$ cat src/rtl/demux_1t8_32.sv
// 1-to-8 demultiplexer, 32-bit words, valid/ready on every side.
// Optional per-word timeout drops a stalled word and counts it.
module demux_1t8_32 #(
  parameter int TIMEOUT = 15
) (
  input  logic        clk,
  input  logic        rst_n,
  input  logic        in_valid,
  output logic        in_ready,
  input  logic [2:0]  in_sel,
  input  logic [31:0] in_data,
  output logic [7:0]  out_valid,
  output logic [31:0] out_data,
  input  logic [7:0]  out_ready,
  output logic        err,
  output logic [7:0]  drop_cnt
);

  localparam bit        LP_TMO_EN = (TIMEOUT != 0);
  localparam logic [7:0] LP_LAST  = 8'(TIMEOUT - 1);

  typedef enum logic {
    ST_IDLE,
    ST_SEND
  } state_t;

  state_t      r_state;
  logic [2:0]  r_sel;
  logic [7:0]  r_wait;
  logic [7:0]  r_valid;
  logic [31:0] r_data;
  logic        r_err;
  logic [7:0]  r_drops;

  logic w_rdy;
  logic w_tmo;

  assign w_rdy = out_ready[r_sel];
  assign w_tmo = LP_TMO_EN && !w_rdy && (r_wait == LP_LAST);

  // in_ready is a pure decode of the registered state
  assign in_ready  = (r_state == ST_IDLE);
  assign out_valid = r_valid;
  assign out_data  = r_data;
  assign err       = r_err;
  assign drop_cnt  = r_drops;

  always_ff @(posedge clk or negedge rst_n) begin
    if (!rst_n) begin
      r_state <= ST_IDLE;
      r_sel   <= 3'd0;
      r_wait  <= 8'd0;
      r_valid <= 8'h00;
      r_data  <= 32'h0;
      r_err   <= 1'b0;
      r_drops <= 8'd0;
    end else begin
      r_err <= 1'b0;
      unique case (r_state)
        ST_IDLE: begin
          if (in_valid) begin
            r_state <= ST_SEND;
            r_sel   <= in_sel;
            r_data  <= in_data;
            r_wait  <= 8'd0;
            r_valid <= 8'h01 << in_sel;
          end
        end
        ST_SEND: begin
          if (w_rdy) begin
            r_state <= ST_IDLE;
            r_valid <= 8'h00;
          end else if (w_tmo) begin
            r_state <= ST_IDLE;
            r_valid <= 8'h00;
            r_err   <= 1'b1;
            if (r_drops != 8'hFF)
              r_drops <= r_drops + 8'd1;
          end else if (LP_TMO_EN) begin
            r_wait <= r_wait + 8'd1;
          end
        end
      endcase
    end
  end

endmodule
$ cat config.mk
export PLATFORM = sky130hd
export DESIGN_NAME = demux_1t8_32
export DESIGN_NICKNAME = d
export VERILOG_FILES = /design/src/rtl/demux_1t8_32.sv
export SDC_FILE = /design/constraint.sdc
export NUM_CORES = 1
export LEC_CHECK = 0
export BUFFER_PORTS_ARGS = -buffer_cell sky130_fd_sc_hd__buf_4
export CAP_MARGIN = 10
export CORE_MARGIN = 2
export CORE_UTILIZATION = 49
export CTS_CLUSTER_SIZE = 30
export DETAILED_ROUTE_END_ITERATION = 7
export GPL_ROUTABILITY_DRIVEN = 0
export HOLD_SLACK_MARGIN = 0.06
export PLACE_DENSITY = 0.83
export SLEW_MARGIN = 40
export SYNTH_ARGS = -nofsm -noshare
export SYNTH_HDL_FRONTEND = slang
export SYNTH_SLANG_ARGS = --single-unit
$ cat constraint.sdc
create_clock -name clk -period 2.2 [get_ports clk]
set_clock_uncertainty 0.05 [all_clocks]
set_input_delay 0.33 -clock clk [delete_from_list [all_inputs] [get_ports clk]]
set_output_delay 0.33 -clock clk [all_outputs]
set_load 0.005 [all_outputs]
# After elaboration in Yosys (flattened, before gate mapping)
# Cells that the tools add are included.
op_classes:
  n_addsub: 2
  order_cmp: 1
  eq_ne: 6
  shifts: 1
  muxes: 17
  bitwise_logic: 2
  n_reduce_logical: 6
op_table:
  columns: ["cell", "count"]
  rows:
  - ["two-way mux 8 bit", 6]
  - ["case mux 8 bit (2 select lines)", 2]
  - ["adder 8 x 1 -> 8 bit (second input constant)", 2]
  - ["== test 8 x 4 -> 1 bit (second input constant)", 1]
  - ["!= test 8 bit (second input constant)", 1]
  - ["<< shifter 1 x 3 -> 8 bit (first input constant)", 1]
  - ["two-way mux 1 bit", 7]
  - ["!= test 2 bit (second input constant)", 3]
  - ["less-than comparator 3 x 4 -> 1 bit (second input constant)", 1]
  - ["AND reduction 2 bit", 2]
  - ["AND reduction 4 bit", 1]
  - ["binary-select mux 1 bit (select 3 bit)", 1]
  - ["!= test 3 x 1 -> 1 bit (second input constant)", 1]
  - ["AND reduction 3 bit", 1]
  - ["NOT 1 bit", 2]
  - ["case mux 1 bit (2 select lines)", 1]
  - ["logical AND 1 bit", 1]
  - ["logical NOT 1 bit", 1]
totals:
  reg_bits: 61
  in_bits: 46
  out_inout_bits: 50

# Depth between registers and ports, before layout
# Gate-level depths: netlist of the first run.
logic_depth:
  depth_word: 7
  ltp_mapped: 8
  ltp_nobuf: 7

# Worst setup path after synthesis of the first run
# No wires, ideal clock.
synth_timing:
  kind: "register to register"
  from: "register r_wait[0]"
  to: "register r_drops[1] (netlist: drop_cnt[1])"
  arrival_time_ns: 1.834
  required_ns: 2.025
  setup_slack_ns: 0.191
  stages_incl_launch_ff: 9
  path_buffers: 1
  synth_period_minus_slack_ns: 2.009
  path_cell_list: "dfrtp_1 -> inv_1 -> ha_1 -> nand4b_1 -> or4_1 -> buf_2 -> a31oi_4 -> nand3_2 -> mux2_4"
synth_between:
  elab_chain_cells: 3
synth_rtl:
  columns: ["item", "line", "source"]
  rows:
  - ["start, declared", "29", "logic [7:0] r_wait;"]
  - ["start signal, assigned", "80", "r_wait <= r_wait + 8'd1;"]
  - ["== test 8 x 4 -> 1 bit", "39", "assign w_tmo = LP_TMO_EN && !w_rdy && (r_wait == LP_LAST);"]
  - ["logical AND 1 bit", "39", null]
  - ["AND reduction 4 bit (no line)", null, null]
  - ["end signal, assigned", "78", "r_drops <= r_drops + 8'd1;"]
  - ["end, declared", "33", "logic [7:0] r_drops;"]
# Every way passes these cells.
# A chain may end at the register's enable or synchronous reset.

# Worst setup path in the final report of the first run
# Ends and elaborated chain as after synthesis.

==> results of run 1 <==
==> synth_stat cells (2+ instances only) <==
cell	n	area, um^2
a31oi_1	2	12.5
nand3_1	6	30.0
a21oi_1	4	20.0
nor2_1	9	33.8
ha_1	3	37.5
a22oi_1	3	22.5
and3_1	12	75.1
inv_1	4	15.0
nand3b_1	2	15.0
nand2_1	126	473
dfrtp_1	61	1530
xnor2_1	6	52.6
clkbuf_1	10	37.5
mux2i_1	9	90.1
nand4_1	8	50.1
buf_2	4	20.0
o22ai_1	8	50.1
nor2b_1	2	12.5
==> per-stage QoR <==
stage	instances	instance area, um^2	util (%)	power (uW)
after floorplan	294	2720	-	2510
after global placement	454	3520	64.8	3290
after detailed placement	454	3520	64.8	3350
after CTS	471	3780	69.5	4600
after global routing	471	3780	69.6	4880
final	471	3780	69.6	4560
==> state kept, by name, summed over array words and instances, names as in the netlist <==
| signal | count |
|---|---|
| out_valid | 8 |
| out_data | 32 |
| drop_cnt | 8 |
| r_wait | 8 |
| r_state | 1 |
| err | 1 |
| r_sel | 3 |
==> logic make-up (layout without fill, tap and decap cells) <==
kind of cell / after synthesis / count (layout) / share of synthesized area (%)
flops: 61 / 61 / 56.1
fa+ha+maj: 3 / 3 / 1.38
buf+inv: 18 / 123 / 2.67
simple gates: 174 / 174 / 28.1
mux: 11 / 11 / 4.27
xor+xnor: 6 / 6 / 1.93
compound gates: 21 / 21 / 5.56
==> metal layers <==
layer | global-route usage [%] | part of all wire [%] | up-vias
met5 | 0 | 0 | -
met4 | 8.25 | 0.83 | 0
met3 | 8.05 | 9.1 | 6
met2 | 35.9 | 48 | 101
met1 | 28.9 | 42 | 1139
li1 | - | - | 1174
==> worst min-delay path: cells and delay by family <==
kind / cells / cell delay, ns
buf+inv: 1 / 0.07
simple gates: 2 / 0.08
==> cell type report <==
cell class / instances / area share [%]
repair buffers: 103 / 20.6
clock inverters: 6 / 2.91
inverters: 4 / 0.397
multi-input cells: 215 / 29.8
flip-flops and latches: 61 / 40.3
clock buffers: 10 / 3.64
well taps: 72 / 2.38
==> placed cells by master (no fill, tap or decap), types with 2 or more instances in the layout <==
cell	netlist	routed
dfrtp_1	61	61
mux2i_1	9	9
buf_4	0	101
inv_1	4	4
nand3_1	6	6
clkinvlp_4	0	2
nand4_1	8	8
and3_1	12	12
a21oi_1	4	4
nand3b_1	2	2
nand2_1	126	126
nor2b_1	2	2
nor2_1	9	8
clkbuf_8	0	10
o22ai_1	8	8
bufinv_16	0	3
ha_1	3	3
a22oi_1	3	3
xnor2_1	6	6
a31oi_1	2	2
==> report_power, final <==
| part | switching (uW) | total [uW] | internal [uW] |
|---|---|---|---|
| registers | 292 | 1790 | 1500 |
| logic | 767 | 1540 | 775 |
| clock network | 445 | 1230 | 781 |
==> timing repair <==
action | in CTS | in global routing
hold buffers | 1 | 0
endpoints found under the setup margin | 0 | 0
endpoints found under the hold margin | 61 | 0
==> worst min-delay path by stage <==
stage / start / end / cells past startpoint / slack [ns]
final: in_data[24] / out_data[24] / 3 / 0.14
after global routing: in_data[25] / out_data[25] / 3 / 0.12
after floorplan: rst_n / drop_cnt[0] / 0 / -0.02
after CTS: in_data[16] / out_data[16] / 3 / 0.12
after detailed placement: rst_n / out_valid[3] / 1 / 0.40
after global placement: rst_n / out_valid[3] / 1 / 0.40
==> results_dict.tcl, run 1 <==
set metrics [dict create \
    drive_gt1_share_pct 31.6 \
    vias 2420 \
    setup_ws_ns 0.167 \
    fillCellCount 411 \
    worst_pin_slew_ns 0.533 \
    synth_edf_count 0 \
    grt_overflow 0 \
    cts_sinks 61 \
    wl_um 6420 \
    port_buffers 95 \
    cts_tree "built" \
    grt_max_degree 62 \
    cp-start-kind "flop" \
    reg2regPathDepth 7 \
    worst-setup-path-type "flop to flop" \
    drcViolationCount 0 \
    grt_pass1_vias 2377 \
    worstSkewPairLatency_ns 0.33 \
    cp-startpoint "r_wait[0]" \
    async_flop_share_pct 100 \
    synthCells 294 \
    wire_per_inst_um 13.6 \
    antenna_found_initial 0 \
    r2r_start "r_wait[0]" \
    num_rows 27 \
    power.leakage_uw 0.00201 \
    slowest_delay_ns 0.56 \
    htree_levels 3 \
    cts.root.buffer_cell "clkbuf_8" \
    die_w_um 78.5 \
    drtIter0Drc 153 \
    rrSetupSlack_ns 0.17 \
    fin_hold_ws_ns 0.136 \
    syn-cell-area_um2 2720 \
    ys_seq_elements 61 \
    drt_first_pass_iters 4 \
    critPathArrivalTime_ns 2.20 \
    finalCritPeriodShare_pct 92.4 \
    seq_area_um2 1530 \
    multi_input_area_um2 1130 \
    clockBufferDepth 2 \
    postCtsSetupRepairBufs 0 \
    initial_core_util_pct 50.1 \
    io_pins 96 \
    fin_crit_ns 2.03 \
    powerDensity_nw_per_um2 1200 \
    cp.required_ns 2.37 \
    crit_cells 7 \
    finalMaxSlewViolations 0 \
    cp-end-kind "flop" \
    finalSetupViolCount 0 \
    synth_warnings 0 \
    worst_path_max_delay_cell "or4_1" \
    syn-mean-instance-area_um2 9.26 \
    r2r-end "drop_cnt[1]" \
    cp_num_buf_inv 1 \
    preCtsSetupSlack_ns 0.178 \
    finalSetupTns_ns 0 \
    cts_buffers 9 \
    syn_nets 343 \
    maxSlewHeadroom_pct 64.5 \
    seq_area_frac_synth_pct 56.1 \
    antenna_left 0 \
    outcome "finished clean" \
    core_region_area_um2 5440 \
    avgViaCountPerCell 5.14 \
    hold_viol 0 \
    grt_setup_unrepaired "no" \
    ys_types 33 \
    cp_cell_sequence "inv_1 -> ha_1 -> nand4b_1 -> or4_1 -> a31oi_4 -> nand3_2 -> mux2_4" \
    crit_end "drop_cnt[1]" \
    clkSlewWorstSetupHoldPaths_ns 0.07 \
    area_delta_synth_final_pct 39.0 \
    nNetsFinal 443 \
    crit_family "simple AND/OR/NAND/NOR gates" \
    fmax_mhz 492 \
    path_max_fanout 7 \
    max-cap-violations 0 \
    cts-resized-gates 0 \
    min_path_type "primary input to flop" \
    ys.flop_type "dfrtp_1" \
    place_hpwl_um 4430 \
    fp.dieH_um 78.5 \
    grt_pass1_wl_um 10900 \
    dieArea_um2 6170 \
    grt_use_total_pct 22.7 \
    peakVddDrop_mv 0.777 \
    n_antenna_cell 0 \
]
No activity file was read; power rests on OpenSTA's default activity.
==> run 2: changes to the inputs <==
==> constraint.sdc (replaced) <==
create_clock -name clk -period 2.3 [get_ports clk]
set_clock_uncertainty 0.05 [all_clocks]
set_input_delay 0.345 -clock clk [delete_from_list [all_inputs] [get_ports clk]]
set_output_delay 0.345 -clock clk [all_outputs]
set_load 0.005 [all_outputs]
==> run 2 against run 1 <==
  * Die area is the same
  * Sequential power is 6% lower
  * Setup slack gained 0.071 ns
  * Final cell count did not move
  * Critical path depth stayed put
  * Global-route usage fell by 1.3 points
  * Hold slack better by 0.0060 ns
  * Clock power is 24% lower
  * Sequential share of layout area rose by 0.61 points
  * Total power shrank 10%
==> results_dict.tcl, run 2 (synthesized netlist as in run 1, its figures left out) <==
set metrics [dict create \
    nNetsFinal 443 \
    busiest_layer "met2" \
    fin_crit_ns 2.06 \
    finalSetupTns_ns 0 \
    fmax_mhz 485 \
    powerDensity_nw_per_um2 1100 \
    clkSlewWorstSetupHoldPaths_ns 0.08 \
    worst-setup-path-type "flop to flop" \
    finalMaxSlewViolations 0 \
    port_buffers 95 \
    placed_cell_area_um2 3520 \
    drtIter0Drc 125 \
    p_seq_share_pct 41.0 \
    largest_reg_flops 32 \
    cts_buffers 9 \
    power.leakage_uw 0.00198 \
    p_clk_share_pct 22.6 \
    finalCritPeriodShare_pct 89.7 \
    p_comb_share_pct 36.4 \
    worstSkewPairLatency_ns 0.34 \
    critPathArrivalTime_ns 2.23 \
    r2r_start "r_wait[0]" \
    antenna_left 0 \
    finalCoreUtilization_pct 68.6 \
    avgViaCountPerCell 5.10 \
    grt_pass1_vias 2441 \
    wire_per_inst_um 13.0 \
    place_hpwl_um 4350 \
    outcome "finished clean" \
    switching_share_pct 34.9 \
    drive_gt1_share_pct 31.3 \
    hold_viol 0 \
    cts_tree "built" \
    n_antenna_cell 0 \
    final_common_cell "nand2_1" \
    cts_hold_buf 1 \
    path_max_fanout 6 \
    dieArea_um2 6170 \
    maxSlewHeadroom_pct 63.4 \
    cts-resized-gates 0 \
    most-common-layout-cells "nand2_1, buf_4, dfrtp_1" \
    wl_um 6140 \
    drt_first_pass_iters 4 \
    max-cap-violations 0 \
    crit_end "drop_cnt[1]" \
    fin_area_um2 3730 \
    fin_hold_ws_ns 0.142 \
    area_delta_synth_final_pct 36.9 \
    grt_use_met1_pct 26.2 \
    worst_pin_slew_ns 0.548 \
    preCtsSetupSlack_ns 0.245 \
    grt_pass1_wl_um 10500 \
    min_path_type "primary input to flop" \
    postCtsSetupRepairBufs 0 \
    grt_setup_unrepaired "no" \
    initial_core_util_pct 50.1 \
    core_region_area_um2 5440 \
    cts_sinks 61 \
    io_pins 96 \
    p_sw_uw 1430 \
    grt_overflow 0 \
    fp.dieH_um 78.5 \
    cp-startpoint "r_wait[0]" \
    vias 2403 \
    reg2regPathDepth 7 \
    rrSetupSlack_ns 0.24 \
    clockBufferDepth 2 \
    grtUsageMet2_pct 34.4 \
    finalSetupViolCount 0 \
    cp.required_ns 2.47 \
    grt_max_degree 62 \
    die_w_um 78.5 \
    htree_levels 3 \
    r2r-end "drop_cnt[1]" \
    cts.root.buffer_cell "clkbuf_8" \
    met3_usage_pct 9.20 \
    peakVddDrop_mv 0.841 \
    setup_ws_ns 0.238 \
    antenna_found_initial 0 \
    cp-end-kind "flop" \
    grt_use_total_pct 21.4 \
    num_rows 27 \
    intPower_uw 2670 \
    cp-start-kind "flop" \
    drcViolationCount 0 \
]
-- run 2: cell count changes in the layout (fill, tap and decap cells not counted) --
cell	before	now
clkbuf_1	0	1
clkbuf_8	10	9
clkinv_4	0	1
clkinv_2	1	2
bufinv_16	3	1
-- run 2: worst min path at each step --
stage,from,end,slack (ns),cells after the start
after floorplan,rst_n,drop_cnt[0],-0.0006,0
after global placement,rst_n,drop_cnt[2],0.41,1
after detailed placement,rst_n,drop_cnt[2],0.41,1
after CTS,in_data[22],out_data[22],0.13,3
after global routing,in_data[25],out_data[25],0.13,3
final,in_data[22],out_data[22],0.14,3
-- run 2: stage by stage --
stage,total power (uW),cells
detailed placement,3200,454
global placement,3140,454
global route,4390,471
CTS,4140,471
floorplan,2400,294
finish,4100,471
-- run 2: cell type report --
type	count	area (um^2)
clock buffers	10	128
repair buffers	103	779
fillers	441	1710
multi-input cells	215	1130
inverters	4	15.0
well taps	72	90.1
flip-flops and latches	61	1530
clock inverters	6	63.8
-- run 2: power by group through the flow --
stage               logic [uW]  registers [uW]  clock network [uW]
floorplan                  718            1680                   0
global placement          1460            1680                   0
detailed placement        1520            1690                   0
CTS                       1510            1680                 939
global route              1680            1730                 991
finish                    1490            1680                 929
-- run 2: critical path, stage by stage (launching register included) --
cell and delay (ns):
dfrtp_1 0.43, inv_1 0.08, ha_1 0.14, nand4b_1 0.09, or4_1 0.48, a31oi_4 0.25, nand3_2 0.13, mux2_4 0.31
-- run 2: routing by layer --
layer | wire (um) | vias to the layer above
met1 | 2670 | 1139
li1 | - | 1172
met3 | 506 | 6
met5 | 0 | -
met2 | 2920 | 86
met4 | 43 | 0
